## src/rtl/fp_sp_to_ieee_stream_if.sv

```systemverilog
// Stream bundle for fp_sp_to_ieee_stream: FloPoCo words in, IEEE binary32 words plus flags out.
// slave is the converter's view and master is the producer/consumer side.
interface fp_sp_to_ieee_stream_if;
    logic        in_valid;
    logic        in_ready;
    logic [33:0] in_data;
    logic        out_valid;
    logic        out_ready;
    logic [31:0] out_data;
    logic        flag_flush;
    logic        flag_ovf;

    modport slave (
        input  in_valid, in_data, out_ready,
        output in_ready, out_valid, out_data, flag_flush, flag_ovf
    );

    modport master (
        output in_valid, in_data, out_ready,
        input  in_ready, out_valid, out_data, flag_flush, flag_ovf
    );
endinterface

```

## src/rtl/fp_sp_to_ieee_stream.sv

```systemverilog
// Two-stage FloPoCo single-precision to IEEE-754 binary32 converter with valid/ready and clock enable.
// Define FP_SP_TO_IEEE_SUBNORMAL_EN to turn exponent-0 normals into IEEE subnormals instead of flushing.
module fp_sp_to_ieee_stream (
    input  logic                   clk,
    input  logic                   rst,
    input  logic                   ce,
    fp_sp_to_ieee_stream_if.slave  io
);
    // Handshake: a word moves on a rising edge when valid && ready && ce on that side;
    // valid never waits on ready, and ready may depend combinationally on out_ready.
    typedef enum logic [2:0] {
        CLS_ZERO = 3'd0,
        CLS_NORM = 3'd1,
        CLS_INF  = 3'd2,
        CLS_NAN  = 3'd3,
        CLS_OVF  = 3'd4,
        CLS_SUB  = 3'd5
    } cls_e;

    logic        s1_valid_q, s1_valid_d;
    cls_e        s1_cls_q, s1_cls_d;
    logic        s1_sign_q, s1_sign_d;
    logic [7:0]  s1_exp_q, s1_exp_d;
    logic [22:0] s1_frac_q, s1_frac_d;

    logic        s2_valid_q, s2_valid_d;
    logic [31:0] s2_data_q, s2_data_d;
    logic        s2_flush_q, s2_flush_d;
    logic        s2_ovf_q, s2_ovf_d;

    logic        s1_load, s2_load;
    cls_e        in_cls;
    logic [31:0] asm_data;
    logic        asm_flush, asm_ovf;
`ifdef FP_SP_TO_IEEE_SUBNORMAL_EN
    logic [23:0] sub_mant;
`endif

    always_comb begin
        s2_load = ce && (!s2_valid_q || io.out_ready);
        s1_load = ce && (!s1_valid_q || s2_load);
    end

    // Stage 1 decode: classify the incoming word by exception bits and exponent extremes.
    always_comb begin
        in_cls = CLS_ZERO;
        case (io.in_data[33:32])
            2'b00: in_cls = CLS_ZERO;
            2'b10: in_cls = CLS_INF;
            2'b11: in_cls = CLS_NAN;
            default: begin
                if (io.in_data[30:23] == 8'hFF)      in_cls = CLS_OVF;
                else if (io.in_data[30:23] == 8'h00) in_cls = CLS_SUB;
                else                                 in_cls = CLS_NORM;
            end
        endcase
    end

    always_comb begin
        s1_valid_d = s1_valid_q;
        s1_cls_d   = s1_cls_q;
        s1_sign_d  = s1_sign_q;
        s1_exp_d   = s1_exp_q;
        s1_frac_d  = s1_frac_q;
        if (s1_load) begin
            s1_valid_d = io.in_valid;
            if (io.in_valid) begin
                s1_cls_d  = in_cls;
                s1_sign_d = io.in_data[31];
                s1_exp_d  = io.in_data[30:23];
                s1_frac_d = io.in_data[22:0];
            end
        end
    end

    // Stage 2 assembly from the registered class.
    always_comb begin
        asm_data  = {s1_sign_q, 31'h0};
        asm_flush = 1'b0;
        asm_ovf   = 1'b0;
`ifdef FP_SP_TO_IEEE_SUBNORMAL_EN
        // One bit is shifted out, so a set bit is always an exact tie: round up only onto an odd LSB.
        sub_mant = {1'b0, 1'b1, s1_frac_q[22:1]} + {23'd0, s1_frac_q[0] & s1_frac_q[1]};
`endif
        case (s1_cls_q)
            CLS_ZERO: asm_data = {s1_sign_q, 31'h0};
            CLS_INF:  asm_data = {s1_sign_q, 8'hFF, 23'h0};
            CLS_NAN:  asm_data = 32'h7FC00000;
            CLS_NORM: asm_data = {s1_sign_q, s1_exp_q, s1_frac_q};
            CLS_OVF: begin
                asm_data = {s1_sign_q, 8'hFF, 23'h0};
                asm_ovf  = 1'b1;
            end
            CLS_SUB: begin
`ifdef FP_SP_TO_IEEE_SUBNORMAL_EN
                asm_data = {s1_sign_q, 7'h0, sub_mant};
`else
                asm_data  = {s1_sign_q, 31'h0};
                asm_flush = 1'b1;
`endif
            end
            default: asm_data = {s1_sign_q, 31'h0};
        endcase
    end

    always_comb begin
        s2_valid_d = s2_valid_q;
        s2_data_d  = s2_data_q;
        s2_flush_d = s2_flush_q;
        s2_ovf_d   = s2_ovf_q;
        if (s2_load) begin
            s2_valid_d = s1_valid_q;
            if (s1_valid_q) begin
                s2_data_d  = asm_data;
                s2_flush_d = asm_flush;
                s2_ovf_d   = asm_ovf;
            end
        end
    end

    // Reset wins over ce so in-flight words are always discarded.
    always_ff @(posedge clk) begin
        if (!rst) begin
            s1_valid_q <= 1'b0;
            s1_cls_q   <= CLS_ZERO;
            s1_sign_q  <= 1'b0;
            s1_exp_q   <= 8'h0;
            s1_frac_q  <= 23'h0;
            s2_valid_q <= 1'b0;
            s2_data_q  <= 32'h0;
            s2_flush_q <= 1'b0;
            s2_ovf_q   <= 1'b0;
        end else begin
            s1_valid_q <= s1_valid_d;
            s1_cls_q   <= s1_cls_d;
            s1_sign_q  <= s1_sign_d;
            s1_exp_q   <= s1_exp_d;
            s1_frac_q  <= s1_frac_d;
            s2_valid_q <= s2_valid_d;
            s2_data_q  <= s2_data_d;
            s2_flush_q <= s2_flush_d;
            s2_ovf_q   <= s2_ovf_d;
        end
    end

    assign io.in_ready   = rst && s1_load;
    assign io.out_valid  = s2_valid_q;
    assign io.out_data   = s2_data_q;
    assign io.flag_flush = s2_flush_q;
    assign io.flag_ovf   = s2_ovf_q;
endmodule

```

## src/flat_wrapper.sv

```systemverilog
// flat-port wrapper written by rule: the top's interface ports become plain ports
module fp_sp_to_ieee_stream_flat 
  (clk, rst, ce, io_in_valid, io_in_data, io_out_ready, io_in_ready, io_out_valid, io_out_data, io_flag_flush, io_flag_ovf);
  fp_sp_to_ieee_stream_if io_i ();
  input  logic clk;
  input  logic rst;
  input  logic ce;
  input wire logic [$bits(io_i.in_valid)-1:0] io_in_valid;
  input wire logic [$bits(io_i.in_data)-1:0] io_in_data;
  input wire logic [$bits(io_i.out_ready)-1:0] io_out_ready;
  output wire logic [$bits(io_i.in_ready)-1:0] io_in_ready;
  output wire logic [$bits(io_i.out_valid)-1:0] io_out_valid;
  output wire logic [$bits(io_i.out_data)-1:0] io_out_data;
  output wire logic [$bits(io_i.flag_flush)-1:0] io_flag_flush;
  output wire logic [$bits(io_i.flag_ovf)-1:0] io_flag_ovf;
  assign io_i.in_valid = io_in_valid;
  assign io_i.in_data = io_in_data;
  assign io_i.out_ready = io_out_ready;
  assign io_in_ready = io_i.in_ready;
  assign io_out_valid = io_i.out_valid;
  assign io_out_data = io_i.out_data;
  assign io_flag_flush = io_i.flag_flush;
  assign io_flag_ovf = io_i.flag_ovf;
  fp_sp_to_ieee_stream u_core (.clk(clk), .rst(rst), .ce(ce), .io(io_i));
endmodule
```

## config.mk

```make
export PLATFORM = sky130hd
export DESIGN_NAME = fp_sp_to_ieee_stream_flat
export DESIGN_NICKNAME = d
export VERILOG_FILES = /design/src/rtl/fp_sp_to_ieee_stream_if.sv /design/src/rtl/fp_sp_to_ieee_stream.sv /design/src/flat_wrapper.sv
export SDC_FILE = /design/constraint.sdc
export NUM_CORES = 1
export LEC_CHECK = 0
export CORE_MARGIN = 10
export CORE_UTILIZATION = 25
export CTS_BUF_LIST = sky130_fd_sc_hd__clkbuf_8
export CTS_CLUSTER_DIAMETER = 30
export DETAILED_ROUTE_END_ITERATION = 7
export SYNTH_ARGS = -nofsm -noshare
export SYNTH_HDL_FRONTEND = slang
export SYNTH_SLANG_ARGS = --single-unit
```

## constraint.sdc

```tcl
create_clock -name clk -period 1.4 [get_ports clk]
set_clock_uncertainty 0.05 [all_clocks]
set_input_delay 0.14 -clock clk [delete_from_list [all_inputs] [get_ports clk]]
set_output_delay 0.14 -clock clk [all_outputs]
set_load 0.05 [all_outputs]
```

==> results.rst <==
.. list-table::
   :header-rows: 1

   * - Metric
     - Value
   * - Critical path capture point
     - io_in_ready
   * - Synth top area share
     - between 50% and 60%
   * - Mapped cell area
     - between 2000 and 3000 sq um
   * - Pin slew with the least headroom to its limit
     - 439 ps
   * - Per-cell via count in the routed design
     - between 4 and 5
   * - DRC Markers
     - 0
   * - Reg clk slew, reported paths
     - approximately 80 ps
   * - Syn-to-layout area delta
     - 67.2%
   * - Internal power summed over all cells
     - 3.23 mW
   * - CTS Buffer Depth
     - 2
   * - Setup slack of the most critical reg-to-reg path
     - 0 ps
   * - Power per unit of standard cell area
     - about 930 nW/um^2
   * - Setup repair after global routing missed its margin
     - yes
   * - Final hold vios
     - 0
   * - Cell at the root of the clock tree
     - sky130_fd_sc_hd__clkbuf_8
   * - H-tree level count
     - 3
   * - Critical-path maximum fanout
     - 4
   * - Avg Inst Size Synth
     - about 8.9 sq um
   * - Top-level I/O count
     - between 70 and 80
   * - Total area of multi-input combinational cells
     - between 1000 and 1500 sq um
   * - Clock buffers created by TritonCTS
     - 9
   * - Number of global-route vias before repair
     - between 2k and 2.5k
   * - Starting density of the core
     - between 20% and 30%
   * - Share of total power consumed by net switching
     - 24.0%
   * - Startpoint of the most critical setup path
     - u_core.s1_valid_q
   * - Fill cell total of the finished layout
     - about 1.1k
   * - Weighted congestion reported at the end of routability-driven placement
     - between 0.7 and 0.8
   * - Count of antenna diodes in the layout
     - 0
   * - Post-route setup TNS
     - -11.4 ps
   * - Fin Hold WS
     - about 230 ps
   * - Largest stage delay, worst path
     - 330 ps
   * - DR pass1 iterations
     - 4
   * - Yosys warns
     - 0
   * - Rel. slew slack
     - between 70% and 80%
   * - Mapped Cells
     - just over 300
   * - Final Util
     - between 40% and 50%
   * - Part of the total power dissipated in combinational logic
     - 12.4%
   * - Final layout net count
     - around 440
   * - Most area-consuming cells after synthesis
     - sky130_fd_sc_hd__dfxtp_1 52%, sky130_fd_sc_hd__nand2_1 12%, sky130_fd_sc_hd__a21boi_0 11%
   * - Via count of the routed design
     - between 2k and 2.5k
   * - Endpoint required time on the critical path
     - 1210 ps
   * - Total wire length
     - between 8000 and 9000 microns
   * - GRT Residual Overflow
     - 0
   * - Share of cells above drive strength 1
     - 24.5%
   * - Sort of element at the start of the critical path
     - register
   * - Clk network pwr share
     - 38.0%
   * - Final period utilization
     - 101%
   * - Critical Path, Cell by Cell
     - buf_6 -> nand3b_1 -> and3_4 -> buf_12
   * - Total routing usage reported by global routing
     - 10.0%
   * - Post-Syn Nets
     - roughly 350
   * - Half-perimeter wire length of the detailed placement result
     - ~5300 microns
   * - Biggest area consumer among synthesized cells
     - sky130_fd_sc_hd__dfxtp_1
   * - Max Transition Viols Final
     - 0
   * - Number of routed nets with antenna violations
     - 0
   * - Critical Path End Type
     - output pin
   * - Worst setup slack after layout
     - -11.4 ps
   * - Distinct cells, synth
     - 24
   * - Post-DR wirelength/cell
     - around 15 microns
   * - NetSw
     - ~1 mW
   * - Cell with the biggest individual delay on the critical path
     - sky130_fd_sc_hd__dfxtp_2
   * - Reg-to-Reg Start
     - u_core.s1_cls_q[2]
   * - Maximum Capacitance Violations
     - 0
   * - Number of antenna violations at the first check in global routing
     - 0
   * - Placeable core region
     - between 10000 and 15000 sq um
   * - Endpoints failing setup
     - 1
   * - Violations in the final reports
     - negative setup slack
   * - DRT iter0 DRCs
     - 150
   * - Max Fclk
     - approximately 0.7 GHz
   * - Critical Setup Path Class
     - reg -> out
   * - Area of the die
     - 15500 sq um
   * - Worst Reg2Reg Path Length in Cells
     - 6
   * - Min Clock Period, post-route
     - roughly 1400 ps
   * - LEAKAGE
     - 1.62 nW
   * - Largest net degree at the start of global routing
     - 36
   * - TritonCTS clock tree
     - built
   * - Data arrival time of the critical path
     - 1220 ps
   * - Overall die width
     - 124 microns
   * - Run status
     - complete, but fails checks
   * - Quantity of I/O buffers inserted on ports
     - 74
   * - Seq/Total Area, Yosys
     - a little over half
   * - Core Rows
     - 38
   * - Post-cts hold buffer count
     - 0
   * - Peak VDD IR
     - ~0.00053 V
   * - Tightest Hold Check Type
     - in -> reg
   * - Worst skew pair latency
     - 340 ps
   * - Chip Height
     - roughly 120 microns
   * - Flip-flop and latch count after synthesis
     - between 70 and 80
   * - Reg-to-Reg End
     - u_core.io.out_data[4]
   * - Storage element area
     - between 1000 and 1500 sq um
   * - Register share of total power
     - between 40% and 50%
   * - Wire length of the first global-routing pass
     - 12800 microns
   * - Number of clock sinks seen by CTS
     - slightly above 70
## kinds of logic after synthesis
| kind of cell | Yosys count | share of synthesized area, % |
|---|---|---|
| AND/OR/NAND/NOR | 133 | 23.4 |
| AO/OA/AOI/OAI | 82 | 20.9 |
| buffers and inverters | 20 | 3.62 |
| flip-flops | 71 | 52.1 |
## critical path, delay by kind of cell (launching register included)
family | cells | cell delay [ps]
and+or+nand+nor | 2 | 310
DFF | 1 | 330
buffers and inverters | 2 | 250
## worst min-delay path by stage
stage / cells after the start / slack [ps] / endpoint / startpoint
after CTS: 4 / 210 / u_core.io.out_data[30] / rst
after global placement: 2 / 400 / u_core.io.out_data[30] / u_core.s1_exp_q[7]
after floorplan: 2 / 230 / u_core.s1_cls_q[1] / io_in_data[33]
final: 3 / 230 / u_core.s1_cls_q[1] / rst
after detailed placement: 2 / 400 / u_core.io.out_data[27] / u_core.s1_exp_q[4]
after global routing: 3 / 230 / u_core.s1_sign_q / rst
## power groups by stage
stage	Sequential (mW)	Clock (mW)	Combinational, mW
after floorplan	2.19	0	0.163
after global placement	2.16	0	0.457
after detailed placement	2.16	0	0.462
after CTS	2.11	1.67	0.501
after global routing	2.12	1.75	0.571
final	2.11	1.62	0.527
## metrics by stage
| stage | cell area, sq um | instances | worst slack, ps | power, mW |
|---|---|---|---|---|
| 2_1_floorplan | 2740 | 306 | -29.7 | 2.35 |
| 4_1_cts | 4450 | 539 | -36.3 | 4.29 |
| 5_1_grt | 4560 | 544 | -107 | 4.44 |
| 3_5_place_dp | 4100 | 517 | -626 | 2.62 |
| 3_3_place_gp | 4100 | 517 | -540 | 2.61 |
| 6_report | 4560 | 544 | -11.4 | 4.26 |
## routing by layer
metal / vias to the layer above / part of all wire, % / GRT usage (%) / wire (microns)
li1: 1231 / - / - / -
met1: 1127 / 47 / 12.4 / 3770
met2: 48 / 47 / 15.9 / 3770
met3: 7 / 4.7 / 3.19 / 376
met4: 0 / 1.4 / 3.91 / 114
met5: - / 0 / 0 / 0
## synth_stat cells, drive strengths merged
library cell / count
nor4: 2
dfxtp: 71
a21boi: 39
nor3b: 3
nand3: 6
nand4b: 2
a22oi: 22
and3: 1
a21oi: 10
o211ai: 1
nand2b: 1
nand3b: 1
buf: 9
nand4: 2
o21ai: 10
nand2: 86
clkbuf: 11
nor2b: 25
nor3: 2
nor2: 2
## repair_timing
item | 4_1_cts | 5_1_grt
endpoints found under the setup margin | 36 | 56
gates resized for setup | 12 | 21
pin swaps | 5 | 5
setup buffers | 5 | 3
gates cloned | 2 | 2
## registers in the layout (all words and copies together) (netlist names)
signal,flops
u_core.io.out_valid,1
u_core.s1_sign_q,1
u_core.s1_exp_q,8
u_core.s1_frac_q,23
u_core.io.flag_ovf,1
u_core.io.flag_flush,1
u_core.s1_cls_q,3
u_core.s1_valid_q,1
u_core.io.out_data,32
## placed cells by master, fill, tap and decap left out, types with 10 or more instances in the layout
master,n
sky130_fd_sc_hd__a21boi_0,26
sky130_fd_sc_hd__a21boi_1,13
sky130_fd_sc_hd__a22oi_1,19
sky130_fd_sc_hd__buf_12,44
sky130_fd_sc_hd__buf_4,12
sky130_fd_sc_hd__clkbuf_8,10
sky130_fd_sc_hd__clkdlybuf4s50_1,37
sky130_fd_sc_hd__dfxtp_1,66
sky130_fd_sc_hd__nand2_1,86
sky130_fd_sc_hd__nor2b_1,24
## cell type report
cell class                      instances  area share [%]
Tap cell                              140            3.84
Multi-Input combinational cell        216            28.2
Timing Repair Buffer                  102            32.4
Clock inverter                          5            1.26
Sequential cell                        71            31.3
Clock buffer                           10            3.02
Note: power is estimated with default switching activity, not from simulation.
